## src/rtl/yuv422_to_444_if.sv

```systemverilog
// AXI-stream style channel shared by the video chain stages.
// Latency: none (wiring only).
// Backpressure: t_ready from the sink, t_valid/payload from the source.
interface nasti_stream_channel #(
    parameter int DATA_WIDTH = 64,
    parameter int USER_WIDTH = 1,
    parameter int DEST_WIDTH = 1
);
    logic                    t_valid;
    logic                    t_ready;
    logic [DATA_WIDTH-1:0]   t_data;
    logic [DATA_WIDTH/8-1:0] t_strb;
    logic [DATA_WIDTH/8-1:0] t_keep;
    logic                    t_last;
    logic [DEST_WIDTH-1:0]   t_dest;
    logic [USER_WIDTH-1:0]   t_user;

    modport master (
        output t_valid, t_data, t_strb, t_keep, t_last, t_dest, t_user,
        input  t_ready
    );

    modport slave (
        input  t_valid, t_data, t_strb, t_keep, t_last, t_dest, t_user,
        output t_ready
    );
endinterface

```

## src/rtl/yuv422_to_444.sv

```systemverilog
// YUYV 4:2:2 -> padded 4:4:4 pixel pairs; each input beat becomes beat A (px 0,1) then beat B (px 2,3).
// Latency: beat A registered one edge after src handshake, beat B the cycle after beat A is accepted.
// Backpressure: full AXI-stream; src stalls while beat B is held. Optional macro CHROMA_INTERP_EN averages pixel 1 chroma.
module yuv422_to_444 #(
    parameter int DATA_WIDTH = 64,   // only 64 is supported
    parameter int USER_WIDTH = 1,
    parameter int DEST_WIDTH = 1
) (
    input  logic                 aclk,
    input  logic                 aresetn,
    nasti_stream_channel.slave   src,
    nasti_stream_channel.master  dst
);

    localparam logic [0:0] ST_EMPTY  = 1'b0;  // nothing pending beyond the output register
    localparam logic [0:0] ST_SECOND = 1'b1;  // beat B parked in the hold register

    logic [0:0]            state_q,     state_d;
    logic                  dst_vld_q,   dst_vld_d;
    logic [DATA_WIDTH-1:0] dst_dat_q,   dst_dat_d;
    logic                  dst_last_q,  dst_last_d;
    logic [USER_WIDTH-1:0] dst_user_q,  dst_user_d;
    logic [DATA_WIDTH-1:0] hold_dat_q,  hold_dat_d;
    logic                  hold_last_q, hold_last_d;
    logic [USER_WIDTH-1:0] hold_user_q, hold_user_d;

    logic src_rdy;
    logic src_hs;
    logic dst_hs;

    // Unpacked input bytes: Y0 U0 Y1 V0 Y2 U1 Y3 V1 from byte 0 upwards.
    logic [7:0] y0, u0, y1, v0, y2, u1, y3, v1;
    logic [7:0] u_p1, v_p1;
    logic [63:0] beat_a, beat_b;

    function automatic logic [31:0] pix(input logic [7:0] y, input logic [7:0] u, input logic [7:0] v);
        return {8'h00, y, u, v};
    endfunction

    assign {v1, y3, u1, y2, v0, y1, u0, y0} = src.t_data;

`ifdef CHROMA_INTERP_EN
    // Pixel 1 sits between the two chroma sites, so take their rounded mean.
    logic [8:0] u_sum, v_sum;
    logic       unused_sum_lsb;
    assign u_sum          = {1'b0, u0} + {1'b0, u1} + 9'd1;
    assign v_sum          = {1'b0, v0} + {1'b0, v1} + 9'd1;
    assign u_p1           = u_sum[8:1];
    assign v_p1           = v_sum[8:1];
    assign unused_sum_lsb = u_sum[0] ^ v_sum[0];
`else
    assign u_p1 = u0;
    assign v_p1 = v0;
`endif

    assign beat_a = {pix(y1, u_p1, v_p1), pix(y0, u0, v0)};
    assign beat_b = {pix(y3, u1, v1),     pix(y2, u1, v1)};

    // Input is accepted only with no beat B pending and the output register free or draining.
    assign src_rdy     = (state_q == ST_EMPTY) && (!dst_vld_q || dst.t_ready);
    assign src_hs      = src.t_valid && src_rdy;
    assign dst_hs      = dst_vld_q && dst.t_ready;
    assign src.t_ready = src_rdy;

    assign dst.t_valid = dst_vld_q;
    assign dst.t_data  = dst_dat_q;
    assign dst.t_last  = dst_last_q;
    assign dst.t_user  = dst_user_q;
    assign dst.t_keep  = '1;
    assign dst.t_strb  = '1;
    assign dst.t_dest  = {DEST_WIDTH{1'b0}};

    // Routing is unused here: the output destination is always 0.
    logic unused_src_dest;
    assign unused_src_dest = ^src.t_dest;

    // Next-state: load A and park B on input, then emit B before accepting more.
    always_comb begin
        state_d     = state_q;
        dst_vld_d   = dst_vld_q;
        dst_dat_d   = dst_dat_q;
        dst_last_d  = dst_last_q;
        dst_user_d  = dst_user_q;
        hold_dat_d  = hold_dat_q;
        hold_last_d = hold_last_q;
        hold_user_d = hold_user_q;
        case (state_q)
            ST_EMPTY: begin
                if (src_hs) begin
                    dst_vld_d   = 1'b1;
                    dst_dat_d   = beat_a;
                    dst_last_d  = 1'b0;
                    dst_user_d  = src.t_user;
                    hold_dat_d  = beat_b;
                    hold_last_d = src.t_last;
                    hold_user_d = src.t_user;
                    state_d     = ST_SECOND;
                end else if (dst_hs) begin
                    dst_vld_d = 1'b0;
                end
            end
            default: begin
                if (dst_hs) begin
                    dst_dat_d  = hold_dat_q;
                    dst_last_d = hold_last_q;
                    dst_user_d = hold_user_q;
                    state_d    = ST_EMPTY;
                end
            end
        endcase
    end

    // State and output registers; reset drops any pending beats.
    always_ff @(posedge aclk or negedge aresetn) begin
        if (!aresetn) begin
            state_q     <= ST_EMPTY;
            dst_vld_q   <= 1'b0;
            dst_dat_q   <= '0;
            dst_last_q  <= 1'b0;
            dst_user_q  <= '0;
            hold_dat_q  <= '0;
            hold_last_q <= 1'b0;
            hold_user_q <= '0;
        end else begin
            state_q     <= state_d;
            dst_vld_q   <= dst_vld_d;
            dst_dat_q   <= dst_dat_d;
            dst_last_q  <= dst_last_d;
            dst_user_q  <= dst_user_d;
            hold_dat_q  <= hold_dat_d;
            hold_last_q <= hold_last_d;
            hold_user_q <= hold_user_d;
        end
    end

    // Masked input bytes are not expected upstream; flag them but process the beat anyway.
    always_ff @(posedge aclk) begin
        if (aresetn && src_hs) begin
            assert (src.t_keep == '1 && src.t_strb == '1)
                else $error("yuv422_to_444: src t_keep/t_strb not all-ones");
        end
    end

endmodule
```

## src/flat_wrapper.sv

```systemverilog
// flat-port wrapper written by rule: the top's interface ports become plain ports
module yuv422_to_444_flat 
#(
    parameter int DATA_WIDTH = 64,                          
    parameter int USER_WIDTH = 1,
    parameter int DEST_WIDTH = 1
)
  (aclk, aresetn, src_t_valid, src_t_data, src_t_strb, src_t_keep, src_t_last, src_t_dest, src_t_user, src_t_ready, dst_t_valid, dst_t_data, dst_t_strb, dst_t_keep, dst_t_last, dst_t_dest, dst_t_user, dst_t_ready);
  nasti_stream_channel #(.DATA_WIDTH(DATA_WIDTH), .USER_WIDTH(USER_WIDTH), .DEST_WIDTH(DEST_WIDTH)) src_i ();
  nasti_stream_channel #(.DATA_WIDTH(DATA_WIDTH), .USER_WIDTH(USER_WIDTH), .DEST_WIDTH(DEST_WIDTH)) dst_i ();
  input  logic aclk;
  input  logic aresetn;
  input wire logic [$bits(src_i.t_valid)-1:0] src_t_valid;
  input wire logic [$bits(src_i.t_data)-1:0] src_t_data;
  input wire logic [$bits(src_i.t_strb)-1:0] src_t_strb;
  input wire logic [$bits(src_i.t_keep)-1:0] src_t_keep;
  input wire logic [$bits(src_i.t_last)-1:0] src_t_last;
  input wire logic [$bits(src_i.t_dest)-1:0] src_t_dest;
  input wire logic [$bits(src_i.t_user)-1:0] src_t_user;
  output wire logic [$bits(src_i.t_ready)-1:0] src_t_ready;
  output wire logic [$bits(dst_i.t_valid)-1:0] dst_t_valid;
  output wire logic [$bits(dst_i.t_data)-1:0] dst_t_data;
  output wire logic [$bits(dst_i.t_strb)-1:0] dst_t_strb;
  output wire logic [$bits(dst_i.t_keep)-1:0] dst_t_keep;
  output wire logic [$bits(dst_i.t_last)-1:0] dst_t_last;
  output wire logic [$bits(dst_i.t_dest)-1:0] dst_t_dest;
  output wire logic [$bits(dst_i.t_user)-1:0] dst_t_user;
  input wire logic [$bits(dst_i.t_ready)-1:0] dst_t_ready;
  assign src_i.t_valid = src_t_valid;
  assign src_i.t_data = src_t_data;
  assign src_i.t_strb = src_t_strb;
  assign src_i.t_keep = src_t_keep;
  assign src_i.t_last = src_t_last;
  assign src_i.t_dest = src_t_dest;
  assign src_i.t_user = src_t_user;
  assign src_t_ready = src_i.t_ready;
  assign dst_t_valid = dst_i.t_valid;
  assign dst_t_data = dst_i.t_data;
  assign dst_t_strb = dst_i.t_strb;
  assign dst_t_keep = dst_i.t_keep;
  assign dst_t_last = dst_i.t_last;
  assign dst_t_dest = dst_i.t_dest;
  assign dst_t_user = dst_i.t_user;
  assign dst_i.t_ready = dst_t_ready;
  yuv422_to_444 #(.DATA_WIDTH(DATA_WIDTH), .USER_WIDTH(USER_WIDTH), .DEST_WIDTH(DEST_WIDTH)) u_core (.aclk(aclk), .aresetn(aresetn), .src(src_i), .dst(dst_i));
endmodule
```

## config.mk

```make
export PLATFORM = sky130hd
export DESIGN_NAME = yuv422_to_444_flat
export DESIGN_NICKNAME = d
export VERILOG_FILES = /design/src/rtl/yuv422_to_444_if.sv /design/src/rtl/yuv422_to_444.sv /design/src/flat_wrapper.sv
export SDC_FILE = /design/constraint.sdc
export NUM_CORES = 1
export LEC_CHECK = 0
export CORE_MARGIN = 4
export CORE_UTILIZATION = 40
export DETAILED_ROUTE_END_ITERATION = 16
export PLACE_DENSITY = 0.78
export REMOVE_ABC_BUFFERS = 1
export SLEW_MARGIN = 30
export SYNTH_ARGS = -nofsm -noshare
export SYNTH_HDL_FRONTEND = slang
export SYNTH_SLANG_ARGS = --single-unit
```

## constraint.sdc

```tcl
create_clock -name aclk -period 2.05 [get_ports aclk]
set_input_delay 0.615 -clock aclk [delete_from_list [all_inputs] [get_ports aclk]]
set_output_delay 0.615 -clock aclk [all_outputs]
set_load 0.05 [all_outputs]
```

==> run metrics, run 1 <==
met3 Usage GRT=0.0410; placed cell areas=4690 sq um; fmax=0.540 GHz; area added between synthesis and finish=32.6%; Synth area leaders=dfrtp_1 (47%), mux2_4 (24%), mux2_2 (13%), buf_4 (11%), buf_12 (1.6%); antenna violations before repair=0; Netlist Area Pre-Place=3700 sq um; Comb pwr share=0.608; Critical Path Sink=src_t_ready; Die Ht=about 100 microns; Ant. Diodes=0; setup repair after global routing missed its margin=false; crit path from=dst_t_ready; Final min period=1.85 ns; met1 GRT Util=0.176; die area=10900 sq um; routed len/inst=16.2 microns; cell chain of the critical path=dlygate4sd2_1 -> nor2b_4 -> nor2_4 -> buf_12; CP Data Required Time=~1.4 ns; vias in the first global route=2356; WP data arrival=approximately 1.2 ns; worst hold path class=in2async; sw frac=0.436; max-cap viol count=0; Pint=5310 uW; R2R setup slack=0.30 ns; Peak VDD IR=1.20 mV; Die W=104 microns; gr ovfl total=0; R2R cell count=6; largest net degree at the start of global routing=between 50 and 60; Pre-Repair DR Iteration Count=4; Reg-to-Reg End=u_core.dst.t_data[54]; row count=34; DRT iter0 DRCs=40; CP max FO=2; Final setup viols=0; clock sink count=70; post-route cell area=4910 sq um; Total Nets Final=448; Post-DRT Antenna Nets=0; filler cell count=730; NetSw=just over 4000 uW; synthesized area per cell=between 15 and 20 sq um; CTS root buffer=clkbuf_8; # port buffers=between 100 and 150; fin crit share=0.904; share of Yosys cell area claimed by the top area cell type=0.473; via count=2138; vias per cell=4.51; core area=8850 sq um; WL final=7.66 mm; first-pass GRT wire length=12.2 mm; non-filler cells in the finished layout=474; Initial Util=0.418; reg-to-reg startpoint=u_core.dst.t_valid; number of H-tree levels=3; status=completed; Setup crit end kind=primary output; Slew Viols, Final=0; Detailed Place HPWL=5.56 mm; Netlist cell types=17; Seq/Total Area, Yosys=0.473; Yosys reg bits=70; Cells after DPL=457; sequential share of power=0.275; Critical Path Max Stage Delay=approximately 0.27 ns; Layout Skew=0.00696 ns; leading area contributor after synthesis=dfrtp_1; crit path kind=in2out; gpl congestion=0.737; Total Power=about 9400 uW; power per cell area=1920 nW/um^2; crit start category=primary input; Clock power frac=0.118; Syn. warnings=0; final core utilization=0.554; worst-skew pair later-pin latency=0.33 ns; layout cells sized above 1=0.511; busiest grt layer=met2; clk slew on worst S/H paths=0.08 ns; Final Hold Fails=0; CTS tree=built; Lkg Pwr=0.00229 uW; I/O pin total=172; TritonCTS Buffers=9; Bufs on Longest Clock Path=2; global-route usage over all layers=0.140; cell count after synthesis=245; DRC Markers=0; Global Route met2 Usage=0.229; Critical-path top delay cell=dlygate4sd2_1
==> critical path: cells and delay by family <==
family,cells,cell delay [ns]
buf+inv,2,0.42
simple gates,2,0.20
==> placed cells by master (no fill, tap or decap) <==
master,n
clkbuf_8,10
clkinv_2,3
clkdlybuf4s50_1,67
a21o_1,1
buf_4,59
buf_12,6
nor2b_4,1
dfrtp_1,69
mux2_4,58
bufinv_16,1
a21oi_4,1
clkinv_4,1
dlygate4sd2_1,1
nand2b_4,1
inv_1,2
nand2_1,3
conb_1,33
nor2_4,2
mux2_2,42
clkinvlp_4,1
o21ai_0,2
nand4_1,1
dfrtp_2,1
==> power by group through the flow <==
stage | Clock [uW] | Combinational, uW | Sequential (uW)
finish | 1110 | 5720 | 2580
global route | 1210 | 5960 | 2680
CTS | 1160 | 5800 | 2600
detailed placement | 0 | 5770 | 2600
global placement | 0 | 5670 | 2570
floorplan | 0 | 2300 | 4370
==> per-stage QoR <==
| stage | setup WS (ns) | setup TNS [ns] | hold slack [ns] |
|---|---|---|---|
| after CTS | 0.201 | 0 | 0.119 |
| final | 0.196 | 0 | 0.143 |
| after floorplan | -0.702 | -32.68 | 0.319 |
| after global routing | 0.180 | 0 | 0.138 |
| after global placement | -0.160 | -6.26 | 0.484 |
| after detailed placement | -0.180 | -7.38 | 0.490 |
==> Yosys cell counts (all sizes together) <==
cell type and n:
a21o 1, buf 59, dfrtp 70, nor2b 1, mux2 100, nand2b 1, nand2 3, nor2 2
conb 2, o21ai 2, inv 2, a21oi 1, nand4 1
==> sequential cells by signal, indices dropped and copies added, names as in the netlist <==
signal	flops
u_core.dst.t_valid	1
u_core.dst.t_data	32
u_core.dst.t_last	1
u_core.hold_user_q	1
u_core.hold_dat_q	32
u_core.dst.t_user	1
u_core.hold_last_q	1
u_core.state_q	1
==> worst min-delay path by stage <==
stage / startpoint / endpoint / depth (start not counted)
final: aresetn / u_core.hold_dat_q[54] / 1
after floorplan: aresetn / u_core.dst.t_data[16] / 0
after detailed placement: u_core.hold_dat_q[17] / u_core.hold_dat_q[17] / 1
after global routing: aresetn / u_core.hold_dat_q[54] / 1
after global placement: u_core.hold_dat_q[38] / u_core.hold_dat_q[38] / 1
after CTS: aresetn / u_core.hold_dat_q[55] / 1
==> area by class of cell <==
cell class / instances / area, sq um / share of cell area
well taps: 108 / 135 / 0.0275
multi-input cells: 145 / 1570 / 0.320
repair buffers: 133 / 1240 / 0.253
clock inverters: 6 / 61.3 / 0.0125
inverters: 2 / 7.51 / 0.00153
flip-flops and latches: 70 / 1750 / 0.357
clock buffers: 10 / 138 / 0.0281
==> kinds of logic (layout without fill, tap and decap cells) <==
group,count (synthesis),count (layout),synth area share
AO/OA/AOI/OAI,4,4,0.00913
flip-flops,70,70,0.473
buffers and inverters,61,151,0.136
other,2,33,0.00203
multiplexers,100,100,0.363
AND/OR/NAND/NOR,8,8,0.0162
==> timing repair <==
item,in CTS,in global routing
hold buffers,0,0
buffers inserted,1,0
resized for setup,3,0
setup endpoints to repair,1,0
==> layer usage <==
| metal | routed length (microns) | share of wire |
|---|---|---|
| met5 | 0 | 0 |
| met4 | 44 | 0.0057 |
| met3 | 619 | 0.081 |
| met2 | 3690 | 0.48 |
| met1 | 3310 | 0.43 |
Note: power is estimated with default switching activity, not from simulation.
==> run 2, diff against run 1 <==
PLACE_DENSITY = not set   (was 0.78)
PLACE_DENSITY_LB_ADDON = 0.2   (was not set)
==> run 2 against run 1 <==
  * Global-route usage increased by 0.32 points
  * Die area unchanged
  * Setup slack improved by 0.028 ns
  * Register-to-register slack improved by 0.14 ns
  * Highest routed layer unchanged
  * First-iteration DRC count increased by 5.0%
  * Cell count unchanged
  * Non-clock buffer count unchanged
  * Critical path type unchanged
==> run metrics, run 2 (synthesis gave the netlist of run 1 again) <==
status=completed; Final min period=around 1.8 ns; core area=8850 sq um; vias per cell=4.53; Reg-to-Reg End=u_core.dst.t_data[36]; Total Nets Final=448; Critical Path Max Stage Delay=0.26 ns; Die W=between 100 and 150 microns; antenna violations before repair=0; worst-skew pair later-pin latency=0.33 ns; fmax=0.548 GHz; R2R cell count=3; CTS root buffer=clkbuf_8; Final Hold Fails=0; Peak VDD IR=1.02 mV; Final setup viols=0; DRT iter0 DRCs=42; CP Data Required Time=1.43 ns; layout cells sized above 1=0.511; # port buffers=121; global-route usage over all layers=0.143; Hold WS=0.147 ns; WP data arrival=1.21 ns; row count=34; WL final=7.58 mm; cell chain of the critical path=dlygate4sd2_1 -> nor2b_4 -> nor2_2 -> buf_12; Detailed Place HPWL=5.57 mm; CP max FO=2; fin crit share=0.890; most common cell after layout, fill and taps aside=dfrtp_1; gpl congestion=0.679; Slew Viols, Final=0; Hold Buf Count CTS=0; Pre-Repair DR Iteration Count=4; R2R setup slack=between 0.4 and 0.5 ns; DRC Markers=0; crit path kind=in2out; reg-to-reg startpoint=u_core.state_q; non-filler cells in the finished layout=474; CTS tree=built; setup repair after global routing missed its margin=false; Layout Skew=0.00482 ns; clock sink count=70; largest net degree at the start of global routing=37; number of H-tree levels=3; worst hold path class=in2async; crit start category=primary input; Initial Util=0.418; area added between synthesis and finish=32.7%; Lkg Pwr=0.00228 uW; WP depth=4; I/O pin total=172; Setup crit end kind=primary output; via count=2145; vias in the first global route=2326; PnR worst setup slack=0.225 ns; pre-CTS setup slack=-0.116 ns; Bufs on Longest Clock Path=2; max-cap viol count=0; Die Ht=104 microns; delay-heaviest family, CP=buffers and inverters; power per cell area=between 1500 and 2000 nW/um^2; clk slew on worst S/H paths=roughly 0.080 ns; most frequent cells in the layout=dfrtp_1 (69), clkdlybuf4s50_1 (67), buf_4 (59); TritonCTS Buffers=9; Post-DRT Antenna Nets=0; Total Power=approximately 9400 uW; crit path buf inv count=2; first-pass GRT wire length=12.5 mm; gr ovfl total=0; Cells after DPL=457; Ant. Diodes=0; die area=10900 sq um; Critical-path top delay cell=dlygate4sd2_1; routed len/inst=16.0 microns
run 2: cell count changes in the layout (fill, tap and decap cells not counted), sizes merged:
cell	delta
clkinvlp	+2
clkbuf	+1
clkinv	-3
run 2: worst max path at each step:
stage | slack, ns | to | from
2_1_floorplan | -0.70 | u_core.dst.t_data[53] | u_core.state_q
3_3_place_gp | -0.12 | src_t_ready | dst_t_ready
3_5_place_dp | -0.12 | src_t_ready | dst_t_ready
4_1_cts | 0.21 | src_t_ready | u_core.dst.t_valid
5_1_grt | 0.16 | src_t_ready | u_core.dst.t_valid
6_report | 0.22 | src_t_ready | dst_t_ready
run 2: what timing repair did:
item,CTS,global route
resized for setup,2,0
setup buffers,1,0
hold endpoints to repair,0,0
setup endpoints to repair,1,0
run 2: per-stage QoR:
stage	util	TNS [ns]	area [sq um]
2_1_floorplan	-	-32.68	3320
3_3_place_gp	0.530	-1.91	4690
3_5_place_dp	0.530	-1.28	4690
4_1_cts	0.555	0	4910
5_1_grt	0.555	0	4910
6_report	0.555	0	4910
run 2: area by class of cell:
cell class / instances / area, sq um
clock buffers: 11 / 151
fillers: 737 / 3940
repair buffers: 133 / 1240
inverters: 2 / 7.51
clock inverters: 5 / 57.6
flip-flops and latches: 70 / 1750
well taps: 108 / 135
multi-input cells: 145 / 1560
run 2: per-layer routing:
layer  vias to the layer above  track usage  part of all wire  wire length (microns)
li1                        986            -                 -                      -
met1                      1055        0.185              0.45                   3390
met2                        95        0.233              0.47                   3590
met3                         9       0.0410             0.067                    511
met4                         0       0.0456             0.011                     82
met5                         -            0                 0                      0
run 2: where the power goes:
group / switching [uW] / internal [uW] / total [uW]
logic: 3090 / 2610 / 5700
clock network: 516 / 626 / 1140
registers: 473 / 2110 / 2580
total: 4080 / 5350 / 9420
run 2: worst reg2reg max path: cells and delay by family, from the launching register on:
family	cells	cell delay (ns)
buf+inv	1	0.33
flops	1	0.52
mux	2	0.64
==> run 3, diff against run 2 <==
SKIP_CTS_REPAIR_TIMING = 1   (was not set)
==> run 3 against run 2 <==
  * Die area is the same
  * Fmax grew 2.8%
  * Utilization grew 0.099 points
  * Count of clock-buffer cells in the layout is the same
  * Via count is essentially flat
  * Critical path depth shrank 1
  * Cell area grew 0.18%
  * Critical path type is now reg2out
  * Largest cell class unchanged
==> run metrics, run 3 (synthesis gave the netlist of run 1 again) <==
I/O pin total=172; Total Nets Final=between 400 and 500; via count=2144; Final Hold Fails=0; most frequent cells in the layout=dfrtp_1 (69), clkdlybuf4s50_1 (67), buf_4 (59); area added between synthesis and finish=33.0%; Setup crit end kind=primary output; Slew Viols, Final=0; Post-DRT Antenna Nets=0; CTS tree=built; layout cells sized above 1=0.511; pre-CTS setup slack=-0.116 ns; Die W=104 microns; number of H-tree levels=3; global-route usage over all layers=0.143; power per cell area=1920 nW/um^2; gpl congestion=0.679; DRC Markers=0; most common cell after layout, fill and taps aside=dfrtp_1; Final min period=between 1.5 and 2 ns; clk slew on worst S/H paths=~0.080 ns; row count=34; die area=10900 sq um; max-cap viol count=0; worst-skew pair later-pin latency=0.33 ns; # port buffers=121; Lkg Pwr=0.00229 uW; fin crit share=0.866; Ant. Diodes=0; post-route cell area=4920 sq um; CTS root buffer=clkbuf_8; clock sink count=70; Bufs on Longest Clock Path=2; Final setup viols=0; largest net degree at the start of global routing=37; WP data arrival=1.16 ns; Layout Skew=0.00482 ns; vias in the first global route=2317; crit start category=register; first-pass GRT wire length=roughly 12 mm; vias per cell=4.52; gr ovfl total=0; core area=8850 sq um; WL final=7.59 mm; Hold WS=0.147 ns; status=completed; Peak VDD IR=roughly 1.0 mV; DRT iter0 DRCs=43; Die Ht=104 microns; routed len/inst=16.0 microns; setup repair after global routing missed its margin=false; antenna violations before repair=0; crit path kind=reg2out; CP Data Required Time=1.43 ns; setup TNS=0 ns; placed cell areas=around 4700 sq um; fmax=0.563 GHz; Initial Util=0.418; PnR worst setup slack=between 0.2 and 0.3 ns; Detailed Place HPWL=5.57 mm; CP max FO=6; Pre-Repair DR Iteration Count=4; worst hold path class=in2async; TritonCTS Buffers=9
-- run 3: worst max-delay path, cell delays in order (launching register included) --
cell and delay, ns:
dfrtp_1 0.43, nor2b_4 0.16, nor2_4 0.10, buf_12 0.14
-- run 3: worst paths after layout --
path / from / to / slack, ns / depth (start not counted)
hold / removal: aresetn / u_core.hold_dat_q[23] / 0.15 / 1
setup reg to reg: u_core.state_q / u_core.dst.t_data[36] / 0.42 / 3
max in group asynchronous: aresetn / u_core.state_q / 1.38 / 2
min in group aclk: u_core.hold_dat_q[39] / u_core.hold_dat_q[39] / 0.50 / 1
setup / recovery: u_core.dst.t_valid / src_t_ready / 0.27 / 3
hold reg to reg: u_core.hold_dat_q[39] / u_core.hold_dat_q[39] / 0.50 / 1
-- run 3: cell type report --
type                    instances  area, sq um
inverters                       2         7.51
flip-flops and latches         70         1750
well taps                     108          135
clock inverters                 5         57.6
repair buffers                133         1250
clock buffers                  11          151
fillers                       738         3930
multi-input cells             145         1570
-- run 3: where the power goes --
part / switching [uW] / internal (uW) / leakage (uW)
combinational: 3090 / 2620 / 0.00137
clock: 516 / 626 / 0.0000976
sequential: 477 / 2110 / 0.000823
total: 4080 / 5350 / 0.00229
-- run 3: stage by stage --
step	instances	power (uW)	util
final	474	9430	0.556
after detailed placement	457	8340	0.530
after global placement	457	8270	0.530
after global routing	474	9930	0.556
after CTS	473	9540	0.554
after floorplan	217	6670	-
-- run 3: routing by layer --
layer / vias to the layer above / GRT usage / wire length, microns
met5: - / 0 / 0
met3: 9 / 0.0410 / 511
met1: 1055 / 0.185 / 3400
met4: 0 / 0.0456 / 82
li1: 985 / - / -
met2: 95 / 0.232 / 3600
